## src/rtl/ws2812_pkg.sv

```systemverilog
// ============================================================================
// ws2812_pkg : FSM state encoding, colour-order codes and ns/us -> cycle helpers
// Revision   : 1.0
// ============================================================================
`default_nettype none

package ws2812_pkg;

  typedef enum logic [2:0] {
    S_IDLE     = 3'd0,
    S_LOAD     = 3'd1,
    S_BIT_HIGH = 3'd2,
    S_BIT_LOW  = 3'd3,
    S_LATCH    = 3'd4
  } ws_state_e;

  localparam int unsigned COLOR_ORDER_ASIS = 0;
  localparam int unsigned COLOR_ORDER_GRB  = 1;

  // Rounded to nearest cycle, never shorter than one cycle.
  function automatic int unsigned ns_to_cyc(input longint unsigned clk_hz,
                                            input longint unsigned ns);
    longint unsigned cyc;
    cyc = (clk_hz / 64'd1000 * ns + 64'd500_000) / 64'd1_000_000;
    if (cyc < 64'd1) cyc = 64'd1;
    return cyc[31:0];
  endfunction

  function automatic int unsigned us_to_cyc(input longint unsigned clk_hz,
                                            input longint unsigned us);
    longint unsigned cyc;
    cyc = clk_hz / 64'd1_000_000 * us;
    if (cyc < 64'd1) cyc = 64'd1;
    return cyc[31:0];
  endfunction

endpackage

`default_nettype wire

```

## src/rtl/ws2812_bit_encoder.sv

```systemverilog
// ============================================================================
// ws2812_bit_encoder : pixel shift register plus high/low phase timer
// Revision           : 1.0
// ============================================================================
`default_nettype none

module ws2812_bit_encoder #(
  parameter int unsigned BITS_PER_LED = 24,
  parameter int unsigned T0H_CYC      = 11,
  parameter int unsigned T0L_CYC      = 23,
  parameter int unsigned T1H_CYC      = 23,
  parameter int unsigned T1L_CYC      = 11
) (
  input  logic                    clk,
  input  logic                    rst,
  input  logic                    load_i,
  input  logic [BITS_PER_LED-1:0] data_i,
  input  logic                    high_phase_i,
  input  logic                    low_phase_i,
  output logic                    high_done_o,
  output logic                    bit_done_o,
  output logic                    pixel_done_o
);

  localparam int unsigned TMAX_HI = (T0H_CYC > T1H_CYC) ? T0H_CYC : T1H_CYC;
  localparam int unsigned TMAX_LO = (T0L_CYC > T1L_CYC) ? T0L_CYC : T1L_CYC;
  localparam int unsigned TMAX    = (TMAX_HI > TMAX_LO) ? TMAX_HI : TMAX_LO;
  localparam int TW = $clog2(TMAX + 1);
  localparam int BW = $clog2(BITS_PER_LED + 1);

  localparam logic [TW-1:0] T0H_LAST = TW'(T0H_CYC - 1);
  localparam logic [TW-1:0] T0L_LAST = TW'(T0L_CYC - 1);
  localparam logic [TW-1:0] T1H_LAST = TW'(T1H_CYC - 1);
  localparam logic [TW-1:0] T1L_LAST = TW'(T1L_CYC - 1);
  localparam logic [BW-1:0] BIT_LAST = BW'(BITS_PER_LED - 1);

  logic [BITS_PER_LED-1:0] shift_q, shift_d;
  logic [TW-1:0]           tmr_q, tmr_d;
  logic [BW-1:0]           bit_cnt_q, bit_cnt_d;
  logic                    w_bit_val;
  logic [TW-1:0]           w_high_last;
  logic [TW-1:0]           w_low_last;

  assign w_bit_val   = shift_q[BITS_PER_LED-1];
  assign w_high_last = w_bit_val ? T1H_LAST : T0H_LAST;
  assign w_low_last  = w_bit_val ? T1L_LAST : T0L_LAST;

  assign high_done_o  = high_phase_i && (tmr_q == w_high_last);
  assign bit_done_o   = low_phase_i  && (tmr_q == w_low_last);
  assign pixel_done_o = bit_done_o   && (bit_cnt_q == BIT_LAST);

  always_comb begin
    shift_d   = shift_q;
    tmr_d     = tmr_q;
    bit_cnt_d = bit_cnt_q;
    if (load_i) begin
      shift_d   = data_i;
      tmr_d     = '0;
      bit_cnt_d = '0;
    end else if (high_phase_i) begin
      tmr_d = high_done_o ? '0 : tmr_q + 1'b1;
    end else if (low_phase_i) begin
      if (bit_done_o) begin
        // The timer restarts so the next high phase begins from zero.
        tmr_d     = '0;
        shift_d   = {shift_q[BITS_PER_LED-2:0], 1'b0};
        bit_cnt_d = bit_cnt_q + 1'b1;
      end else begin
        tmr_d = tmr_q + 1'b1;
      end
    end
  end

  always_ff @(posedge clk) begin
    if (rst) begin
      shift_q   <= '0;
      tmr_q     <= '0;
      bit_cnt_q <= '0;
    end else begin
      shift_q   <= shift_d;
      tmr_q     <= tmr_d;
      bit_cnt_q <= bit_cnt_d;
    end
  end

endmodule

`default_nettype wire

```

## src/rtl/ws2812_chain_tx.sv

```systemverilog
// ============================================================================
// ws2812_chain_tx : streamed-pixel WS2812 chain driver with latch gap
// Optional macro WS2812_BRIGHTNESS_EN adds a global brightness scaler.
// Revision        : 1.0
// ============================================================================
`default_nettype none

module ws2812_chain_tx
  import ws2812_pkg::*;
#(
  parameter int unsigned CLK_FRE      = 27_000_000,
  parameter int unsigned LED_NUM      = 8,
  parameter int unsigned BITS_PER_LED = 24,
  parameter int unsigned T0H_NS       = 400,
  parameter int unsigned T0L_NS       = 850,
  parameter int unsigned T1H_NS       = 850,
  parameter int unsigned T1L_NS       = 400,
  parameter int unsigned TRESET_US    = 80,
  parameter int unsigned COLOR_ORDER  = 0
) (
  input  logic                    clk,
  input  logic                    rst,
  input  logic                    frame_start,
  input  logic [BITS_PER_LED-1:0] pixel_data,
  input  logic                    pixel_valid,
`ifdef WS2812_BRIGHTNESS_EN
  input  logic [7:0]              brightness,
`endif
  output logic                    pixel_ready,
  output logic                    busy,
  output logic                    frame_done,
  output logic                    underrun,
  output logic                    WS2812_Di
);

  localparam int unsigned T0H_CYC = ns_to_cyc(64'(CLK_FRE), 64'(T0H_NS));
  localparam int unsigned T0L_CYC = ns_to_cyc(64'(CLK_FRE), 64'(T0L_NS));
  localparam int unsigned T1H_CYC = ns_to_cyc(64'(CLK_FRE), 64'(T1H_NS));
  localparam int unsigned T1L_CYC = ns_to_cyc(64'(CLK_FRE), 64'(T1L_NS));
  localparam int unsigned RST_CYC = us_to_cyc(64'(CLK_FRE), 64'(TRESET_US));

  localparam int PW = $clog2(LED_NUM + 1);
  localparam int RW = $clog2(RST_CYC + 1);
  localparam logic [PW-1:0] PIX_LAST = PW'(LED_NUM - 1);
  localparam logic [RW-1:0] RST_LAST = RW'(RST_CYC - 1);

  ws_state_e               state_q, state_d;
  logic [PW-1:0]           pix_cnt_q, pix_cnt_d;
  logic [RW-1:0]           gap_cnt_q, gap_cnt_d;
  logic                    di_q, di_d;
  logic                    done_q, done_d;

  logic [BITS_PER_LED-1:0] w_ordered;
  logic [BITS_PER_LED-1:0] w_pixel;
  logic [BITS_PER_LED-1:0] w_load_data;
  logic                    w_load;
  logic                    w_high_done;
  logic                    w_bit_done;
  logic                    w_pix_done;

  generate
    if (COLOR_ORDER == COLOR_ORDER_GRB && BITS_PER_LED >= 24) begin : g_grb
      // {R,G,B} on the top 24 bits becomes {G,R,B}; any extra low channel passes through.
      assign w_ordered = {pixel_data[BITS_PER_LED-9 -: 8],
                          pixel_data[BITS_PER_LED-1 -: 8],
                          pixel_data[BITS_PER_LED-17:0]};
    end else begin : g_asis
      assign w_ordered = pixel_data;
    end
  endgenerate

`ifdef WS2812_BRIGHTNESS_EN
  generate
    for (genvar gi = 0; gi < BITS_PER_LED / 8; gi++) begin : g_bright
      assign w_pixel[gi*8 +: 8] =
        8'((16'(w_ordered[gi*8 +: 8]) * (16'(brightness) + 16'd1)) >> 8);
    end
  endgenerate
`else
  assign w_pixel = w_ordered;
`endif

  assign w_load      = (state_q == S_LOAD);
  assign w_load_data = pixel_valid ? w_pixel : '0;

  assign pixel_ready = w_load;
  assign underrun    = w_load && !pixel_valid;
  assign busy        = (state_q != S_IDLE);
  assign frame_done  = done_q;
  assign WS2812_Di   = di_q;

  ws2812_bit_encoder #(
    .BITS_PER_LED (BITS_PER_LED),
    .T0H_CYC      (T0H_CYC),
    .T0L_CYC      (T0L_CYC),
    .T1H_CYC      (T1H_CYC),
    .T1L_CYC      (T1L_CYC)
  ) u_enc (
    .clk          (clk),
    .rst          (rst),
    .load_i       (w_load),
    .data_i       (w_load_data),
    .high_phase_i (state_q == S_BIT_HIGH),
    .low_phase_i  (state_q == S_BIT_LOW),
    .high_done_o  (w_high_done),
    .bit_done_o   (w_bit_done),
    .pixel_done_o (w_pix_done)
  );

  always_comb begin
    state_d   = state_q;
    pix_cnt_d = pix_cnt_q;
    gap_cnt_d = gap_cnt_q;
    done_d    = 1'b0;
    case (state_q)
      S_IDLE: begin
        if (frame_start) begin
          state_d   = S_LOAD;
          pix_cnt_d = '0;
        end
      end
      S_LOAD: state_d = S_BIT_HIGH;
      S_BIT_HIGH: begin
        if (w_high_done) state_d = S_BIT_LOW;
      end
      S_BIT_LOW: begin
        if (w_pix_done) begin
          pix_cnt_d = pix_cnt_q + 1'b1;
          if (pix_cnt_q == PIX_LAST) begin
            state_d   = S_LATCH;
            gap_cnt_d = '0;
          end else begin
            state_d = S_LOAD;
          end
        end else if (w_bit_done) begin
          state_d = S_BIT_HIGH;
        end
      end
      S_LATCH: begin
        if (gap_cnt_q == RST_LAST) begin
          state_d = S_IDLE;
          done_d  = 1'b1;
        end else begin
          gap_cnt_d = gap_cnt_q + 1'b1;
        end
      end
      default: state_d = S_IDLE;
    endcase
  end

  // Line is registered from the next state so it tracks BIT_HIGH exactly.
  assign di_d = (state_d == S_BIT_HIGH);

  always_ff @(posedge clk) begin
    if (rst) begin
      state_q   <= S_IDLE;
      pix_cnt_q <= '0;
      gap_cnt_q <= '0;
      di_q      <= 1'b0;
      done_q    <= 1'b0;
    end else begin
      state_q   <= state_d;
      pix_cnt_q <= pix_cnt_d;
      gap_cnt_q <= gap_cnt_d;
      di_q      <= di_d;
      done_q    <= done_d;
    end
  end

endmodule

`default_nettype wire

```

## config.mk

```make
export PLATFORM = sky130hd
export DESIGN_NAME = ws2812_chain_tx
export DESIGN_NICKNAME = d
export VERILOG_FILES = /design/src/rtl/ws2812_pkg.sv /design/src/rtl/ws2812_bit_encoder.sv /design/src/rtl/ws2812_chain_tx.sv
export SDC_FILE = /design/constraint.sdc
export NUM_CORES = 1
export LEC_CHECK = 0
export CORE_ASPECT_RATIO = 0.8
export CORE_MARGIN = 8
export CORE_UTILIZATION = 36
export DETAILED_ROUTE_END_ITERATION = 16
export GPL_TIMING_DRIVEN = 0
export PLACE_DENSITY = 0.57
export SETUP_SLACK_MARGIN = 0.3
export SLEW_MARGIN = 15
export SYNTH_ARGS = -nofsm -noshare
export SYNTH_HDL_FRONTEND = slang
export SYNTH_SLANG_ARGS = --single-unit
```

## constraint.sdc

```tcl
create_clock -name clk -period 4.9 [get_ports clk]
set_input_delay 0.735 -clock clk [delete_from_list [all_inputs] [get_ports clk]]
set_output_delay 0.735 -clock clk [all_outputs]
set_load 0.03 [all_outputs]
```

==> reports/metrics.cfg, run 1 <==
[drt]
wirelength_mm=7.08
highest_layer=met4
first_pass_iters=4
route.met3.wl_um=336
avgViaCountPerCell=5.41
vias=2588
drc=0
drt_iter0_markers=127
wl_per_cell_um=14.8
antenna_left=0
wl_met1_mm=3.74
wl_met2_mm=2.94

[synthesis]
yosysMostFrequentCell=nand2_1
synthCells=333
synth_nets=366
ys_ff_latch=55
synth.distinct_cells=61
syn-cell-area_um2=2870
dominantRegCellSynth=dfxtp_1
synth_top_cell_by_area=dfxtp_1
synth_edf_count=0
synth_top_area_share=0.383
yosys_warnings=0
synthTopCellsByArea=dfxtp_1 (38%), a311oi_1 (7.9%), nand2_1 (7.7%)
ys_top_cells_by_count=nand2_1 (59), dfxtp_1 (55), a21oi_1 (41), a311oi_1 (26), nor2_1 (11)
yosysSeqAreaShare=0.383
async_reset_ff_frac=0
synth_area_per_cell_um2=8.63

[clocking]
clk_pin_slew_ns=0.11
cts_tree=yes
clock_path_buffers=2
ctsResizeCount=0
clock-sinks=55
cts_hold_buf=0
ctsHtreeMaxLevel=2
clk_latency_ns=0.32
cts_post_setup_buffers_inserted=0
cts_inserted_buffers=5
cts_root_buf=clkbuf_8

[grt]
first_global_vias=2487
antenna_found_initial=0
track_usage=0.134
gr-total-overflow=0
grt_max_degree=17
grt_pass1_wl_mm=12.1

[critical_path]
path_delay_family=buffers and inverters
required_ns=4.16
r2r_end=u_enc.shift_q[11]$_SDFFE_PP0P_
critPathKind=flip-flop to output pin
reg2reg_setup_slack_ns=2.82
max_stage_delay_ns=0.69
cp-end-kind=output pin
crit_buf_inv=6
reg2reg_from=u_enc.tmr_q[0]$_SDFFE_PP0P_
crit_slowest_cell=clkdlybuf4s50_1
worstPathCellList=buf_4, inv_1, or3_1, clkbuf_1, buf_2, buf_1, nor2_1, clkdlybuf4s50_1
start_kind=flip-flop
cp.arrival_ns=2.69
critPathLaunch=state_q[0]$_SDFF_PP0_
worstPathMaxFanout=10
cp_num_cells=8
ff2ff_path_depth=7

[timing]
hold_ws_ns=0.480
hold_violations=0
post-route-min-period_ns=3.43
slew_violations=0
rsz0062_at_grt=no
period_share=0.700
setup_tns_ns=0
tightest_slew_ns=0.508
skew_ns=0.0120
slew_headroom=0.661
setup_viol=0
max_freq_mhz=292

[placement]
portBuffers=30
dp_hpwl_mm=5.03
gp_congestion=0.763

[finish]
num_antenna_cells=0
syn2layout_area_growth_pct=18.9
fillerInstances=788
fin_nets=403
drive_above_1_share=0.122

[hold_path]
min_path_cells=2
hp-start=u_enc.shift_q[1]$_SDFFE_PP0P_
holdPathEnd=u_enc.shift_q[2]$_SDFFE_PP0P_
worst_hold_path_type=flip-flop to flip-flop

[floorplan]
die_y_um=95.9
num_rows=29
die-area_um2=11100
fp.dieW_um=116
core_area_um2=7840
ios=33
start_util=0.367

[status]
status=complete, no violations

[flow_run]
maxCapViolCount=0

[power_and_ir_drop]
power.density_nw_per_um2=261
leakagePower_uw=0.00112
vdd_drop_max_mv=0.101

[cell families after synthesis]
logic type | share of synthesized area
flip-flops | 0.383
AND/OR/NAND/NOR | 0.245
buffers and inverters | 0.0684
XOR/XNOR | 0.0274
adder cells (fa/ha/maj) | 0.0218
AO/OA/AOI/OAI | 0.251
multiplexers | 0.00348
[layout by cell type, fill, tap and decap left out, types with 3 or more instances in the layout]
master	Yosys	final
dfxtp_1	55	55
xor2_1	6	6
clkdlybuf4s50_1	0	30
a21oi_1	41	41
inv_1	8	8
nor2_1	11	11
a311oi_1	26	26
ha_1	5	5
o21ai_0	6	6
clkbuf_8	3	8
buf_2	10	10
or3_1	5	5
nand2_1	59	59
nand4_1	7	7
buf_1	3	3
and4_2	3	3
o211ai_1	3	3
xnor2_1	3	3
nand3_1	8	8
a211oi_1	5	5
clkbuf_1	10	10
nand2b_1	3	3
nand3b_1	3	3
[final cells by class]
cell class | instances | area [um^2] | share of cell area
Buffer | 29 | 166 | 0.0487
Timing Repair Buffer | 30 | 300 | 0.0879
Clock inverter | 2 | 37.5 | 0.0110
Multi-Input combinational cell | 241 | 1580 | 0.462
Sequential cell | 55 | 1100 | 0.322
Inverter | 8 | 30.0 | 0.00879
Clock buffer | 5 | 68.8 | 0.0201
Tap cell | 108 | 135 | 0.0396
[per-stage QoR]
stage | std cells | power (uW) | setup WS, ns | utilization | area [um^2]
3_3_place_gp | 471 | 592 | 1.85 | 0.422 | 3310
3_5_place_dp | 471 | 592 | 1.86 | 0.422 | 3310
6_report | 478 | 893 | 1.47 | 0.436 | 3420
4_1_cts | 478 | 900 | 1.48 | 0.436 | 3420
2_1_floorplan | 333 | 548 | 2.45 | - | 2870
5_1_grt | 478 | 927 | 1.33 | 0.436 | 3420
[per-layer routing]
layer | vias to the layer above | track usage
li1 | 1301 | -
met1 | 1239 | 0.182
met2 | 41 | 0.197
met3 | 7 | 0.0408
met4 | 0 | 0.0409
met5 | - | 0
[report_power, final]
group	total, uW	switching (uW)	internal, uW
sequential	476	10.7	466
clock	310	160	150
combinational	107	56.4	50.6
total	893	227	666
[worst register-to-register path, cell delays in order, from the launching register on]
cell and delay (ns):
dfxtp_1 0.35, inv_1 0.08, ha_1 0.21, nand4b_1 0.22, a21oi_1 0.29, clkbuf_1 0.43
nand2_1 0.11, a311oi_1 0.29
[state kept, by name, summed over array words and instances (netlist names)]
signal           cells
pix_cnt_q            4
u_enc.bit_cnt_q      5
u_enc.shift_q       24
frame_done           1
gap_cnt_q           12
u_enc.tmr_q          5
WS2812_Di            1
state_q              3
[worst max-delay path by stage]
| stage | end | slack (ns) |
|---|---|---|
| after floorplan | underrun | 2.45 |
| after global placement | underrun | 1.85 |
| after detailed placement | underrun | 1.86 |
| after CTS | underrun | 1.48 |
| after global routing | underrun | 1.33 |
| final | underrun | 1.47 |
(Power assumes the default switching activity.)
==> run 2, diff against run 1 <==
clock period = 3.3 ns   (was 4.9 ns; I/O delays follow)
==> run 2 against run 1 <==
  * Via count unchanged
  * Highest routed layer unchanged
  * Largest cell class unchanged
  * First-iteration DRC count did not move
  * Worst hold slack worse by 0.055 ns
  * Total power rose by 48%
==> reports/metrics.cfg, run 2 (synthesized netlist as in run 1, its figures left out) <==
[status]
status=complete, no violations

[clocking]
cts_root_buf=clkbuf_8
cts_tree=yes
clock_path_buffers=2
ctsHtreeMaxLevel=2
clk_pin_slew_ns=0.11
clk_latency_ns=0.32
cts_hold_buf=0
clock-sinks=55
cts_post_setup_buffers_inserted=0
cts_inserted_buffers=5

[critical_path]
max_stage_delay_ns=0.37
required_ns=2.80
cp.arrival_ns=2.23
cp-end-kind=output pin
start_kind=flip-flop
worstPathMaxFanout=10
crit_slowest_cell=or3_1
worstPathCellList=buf_4, inv_1, or3_1, clkbuf_1, buf_2, buf_1, nor2_1, clkbuf_2
critPathKind=flip-flop to output pin
path_delay_family=buffers and inverters
crit_buf_inv=6

[hold_path]
worst_hold_path_type=primary input to flip-flop

[floorplan]
ios=33
die_y_um=95.9
core_area_um2=7840
start_util=0.367
die-area_um2=11100
fp.dieW_um=116
num_rows=29

[timing]
slew_violations=0
tightest_slew_ns=0.508
max_freq_mhz=368
setup_tns_ns=0
skew_ns=0.0120
setup_viol=0
hold_ws_ns=0.425
post-route-min-period_ns=2.72
hold_violations=0
period_share=0.824
slew_headroom=0.661
rsz0062_at_grt=no

[finish]
fillerInstances=789
layout_common_cells=nand2_1 (59), dfxtp_1 (55), a21oi_1 (41), clkdlybuf4s50_1 (29), a311oi_1 (26)
top_regs=u_enc.shift_q: 24 flops, gap_cnt_q: 12 flops
multi_input_area_um2=1580
largest_reg_flops=24
final_common_cell=nand2_1
regMostFlops=u_enc.shift_q
fin_nets=403
regArea_um2=1100
num_antenna_cells=0
syn2layout_area_growth_pct=18.7
drive_above_1_share=0.124

[power_and_ir_drop]
power_uw=1330
leakagePower_uw=0.00112
vdd_drop_max_mv=0.151
power.internal_uw=988
power.density_nw_per_um2=389
sw_frac_of_total=0.254
power_frac_comb=0.119
power.share.clock=0.347
p_seq_frac=0.534
p_sw_uw=337

[grt]
gr-total-overflow=0
grt_pass1_wl_mm=12.1
first_global_vias=2487
grt_max_degree=17
antenna_found_initial=0
track_usage=0.134

[placement]
dp_hpwl_mm=5.03
gp_congestion=0.763
portBuffers=30

[drt]
wl_met1_mm=3.74
avgViaCountPerCell=5.41
first_pass_iters=4
antenna_left=0
wirelength_mm=7.08
highest_layer=met4
vias=2588
drt_iter0_markers=127
route.met3.wl_um=334
drc=0
wl_met2_mm=2.94
wl_per_cell_um=14.8

[flow_run]
maxCapViolCount=0

run 2: cell types whose count changed in the layout (fill, tap and decap cells not counted):
cell | before | now
clkdlybuf4s50_1 | 30 | 29
clkbuf_2 | 0 | 1
run 2: worst paths after layout:
check,start,endpoint,slack [ns],cells past startpoint
worst min register to register,u_enc.shift_q[1]$_SDFFE_PP0P_,u_enc.shift_q[2]$_SDFFE_PP0P_,0.48,2
worst max register to register,u_enc.tmr_q[0]$_SDFFE_PP0P_,u_enc.shift_q[11]$_SDFFE_PP0P_,1.22,7
worst min-delay path,rst,frame_done$_SDFF_PP0_,0.42,2
worst max-delay path,state_q[0]$_SDFF_PP0_,underrun,0.58,8
run 2: layer usage:
layer | GRT usage | vias to the layer above
li1 | - | 1301
met1 | 0.182 | 1239
met2 | 0.197 | 41
met3 | 0.0408 | 7
met4 | 0.0409 | 0
met5 | 0 | -
run 2: timing repair:
| action | 4_1_cts | 5_1_grt |
|---|---|---|
| endpoints found under the setup margin | 1 | 1 |
| cloned | 0 | 0 |
| gates resized for setup | 1 | 2 |
run 2: cell type report:
type                    count  share of cell area
well taps                 108              0.0396
flip-flops and latches     55               0.323
repair buffers             30              0.0866
clock inverters             2              0.0110
clock buffers               5              0.0202
plain buffers              29              0.0488
multi-input cells         241               0.462
inverters                   8             0.00880
run 2: through the flow:
stage                      util  cell area [um^2]  instances  worst slack (ns)
after floorplan               -              2870        333              1.09
after CTS                 0.436              3410        478             0.401
after global placement    0.422              3310        471             0.486
after detailed placement  0.422              3310        471             0.500
after global routing      0.435              3410        478             0.452
final                     0.435              3410        478             0.580
run 2: power by group through the flow:
stage | clock network, uW | logic [uW] | registers, uW
after global placement | 0 | 157 | 722
after floorplan | 0 | 94.7 | 719
final | 460 | 158 | 707
after detailed placement | 0 | 158 | 722
after CTS | 470 | 159 | 707
after global routing | 491 | 174 | 711
==> run 3, diff against run 2 <==
clock period = 2.8 ns   (was 3.3 ns; I/O delays follow)
==> run 3 against run 2 <==
  * Setup slack got worse by 0.18 ns
  * Non-clock buffer count increased by 2
  * Die area did not move
  * Register-to-register slack lost 0.50 ns
  * Routed wire length rose by 0.49%
  * Combinational power rose by 22%
  * Critical endpoint unchanged
  * Largest power group unchanged
  * Highest routed layer unchanged
==> reports/metrics.cfg, run 3 (synthesized netlist as in run 1, its figures left out) <==
[timing]
setup_ws_ns=0.401
skew_ns=0.0104
post-route-min-period_ns=2.40
period_share=0.857
tightest_slew_ns=0.497
slew_headroom=0.669
rsz0062_at_grt=no
setup_viol=0
hold_violations=0
max_freq_mhz=417
slew_violations=0
setup_tns_ns=0
hold_ws_ns=0.347

[placement]
placed_cells=471
gp_congestion=0.763
portBuffers=30
preCtsSetupSlack_ns=0.0749
dp_hpwl_mm=5.03
placed_area_um2=3310

[critical_path]
cp.arrival_ns=1.98
start_kind=flip-flop
required_ns=2.38
worstPathMaxFanout=10
cp-end-kind=output pin
critPathKind=flip-flop to output pin

[floorplan]
core_area_um2=7840
num_rows=29
fp.dieW_um=116
start_util=0.367
die-area_um2=11100
die_y_um=95.9
ios=33

[clocking]
cts_tree=yes
cts_inserted_buffers=5
clock-sinks=55
cts_hold_buf=0
clk_latency_ns=0.32
clock_path_buffers=2
clk_pin_slew_ns=0.10
cts_root_buf=clkbuf_8
ctsHtreeMaxLevel=2

[finish]
top_regs=u_enc.shift_q: 24 flops, gap_cnt_q: 12 flops
num_antenna_cells=0
final_common_cell=nand2_1
fin_area_um2=3440
layout_common_cells=nand2_1 (59), dfxtp_1 (55), a21oi_1 (41), clkdlybuf4s50_1 (28), a311oi_1 (26)
fin_cells=480
regMostFlops=u_enc.shift_q
fin_nets=405
syn2layout_area_growth_pct=19.6
largest_reg_flops=24
drive_above_1_share=0.134

[grt]
track_usage=0.134
first_global_vias=2487
antenna_found_initial=0
gr-total-overflow=0
grt_pass1_wl_mm=12.1
grt_max_degree=17

[drt]
first_pass_iters=4
vias=2590
wl_per_cell_um=14.8
drt_iter0_markers=124
antenna_left=0
wirelength_mm=7.11
avgViaCountPerCell=5.40
drc=0

[power_and_ir_drop]
leakagePower_uw=0.00114
vdd_drop_max_mv=0.178
power.density_nw_per_um2=455

[flow_run]
maxCapViolCount=0

[hold_path]
worst_hold_path_type=primary input to flip-flop

[status]
status=complete, no violations

==> run 3: power breakdown <==
part	switching [uW]	internal (uW)	total (uW)
clock	278	262	540
combinational	98.8	92.7	192
sequential	18.9	815	834
total	396	1170	1570
==> run 3: stage by stage <==
step	total power, uW	utilization
3_3_place_gp	1040	0.422
3_5_place_dp	1040	0.422
6_report	1570	0.439
5_1_grt	1630	0.439
4_1_cts	1570	0.435
2_1_floorplan	960	-
==> run 3: timing repair <==
action	CTS	global route
setup buffers	0	2
hold endpoints to repair	0	0
gates cloned	0	0
endpoints found under the setup margin	2	1
resized for setup	7	9
==> run 3: area by class of cell <==
class,count,area (um^2)
buffer,29,178
clock buffer,5,68.8
clock inverter,2,37.5
fill,787,4400
inverter,8,30.0
multi-input combinational,241,1580
sequential,55,1100
tap,108,135
timing repair buffer,32,312
==> run 3: worst max-delay path, stage by stage, from the launching register on <==
cell and delay, ns:
dfxtp_1 0.34, buf_6 0.12, inv_1 0.06, or3_1 0.37
buf_2 0.16, buf_4 0.17, buf_4 0.18, nor2_1 0.10
buf_4 0.17
==> run 3: metal layers <==
layer	wire, um	share of wire	track usage	vias up
met5	0	0	0	-
met4	66	0.0093	0.0409	0
met3	382	0.054	0.0395	8
met2	2980	0.42	0.197	46
met1	3680	0.52	0.183	1235
li1	-	-	-	1301
==> run 3: final timing paths <==
check | startpoint | end | slack (ns) | cells past startpoint
max | state_q[0]$_SDFF_PP0_ | underrun | 0.40 | 8
min | rst | state_q[0]$_SDFF_PP0_ | 0.35 | 2
max reg2reg | u_enc.tmr_q[0]$_SDFFE_PP0P_ | u_enc.shift_q[11]$_SDFFE_PP0P_ | 0.72 | 7
min reg2reg | u_enc.shift_q[1]$_SDFFE_PP0P_ | u_enc.shift_q[2]$_SDFFE_PP0P_ | 0.47 | 2
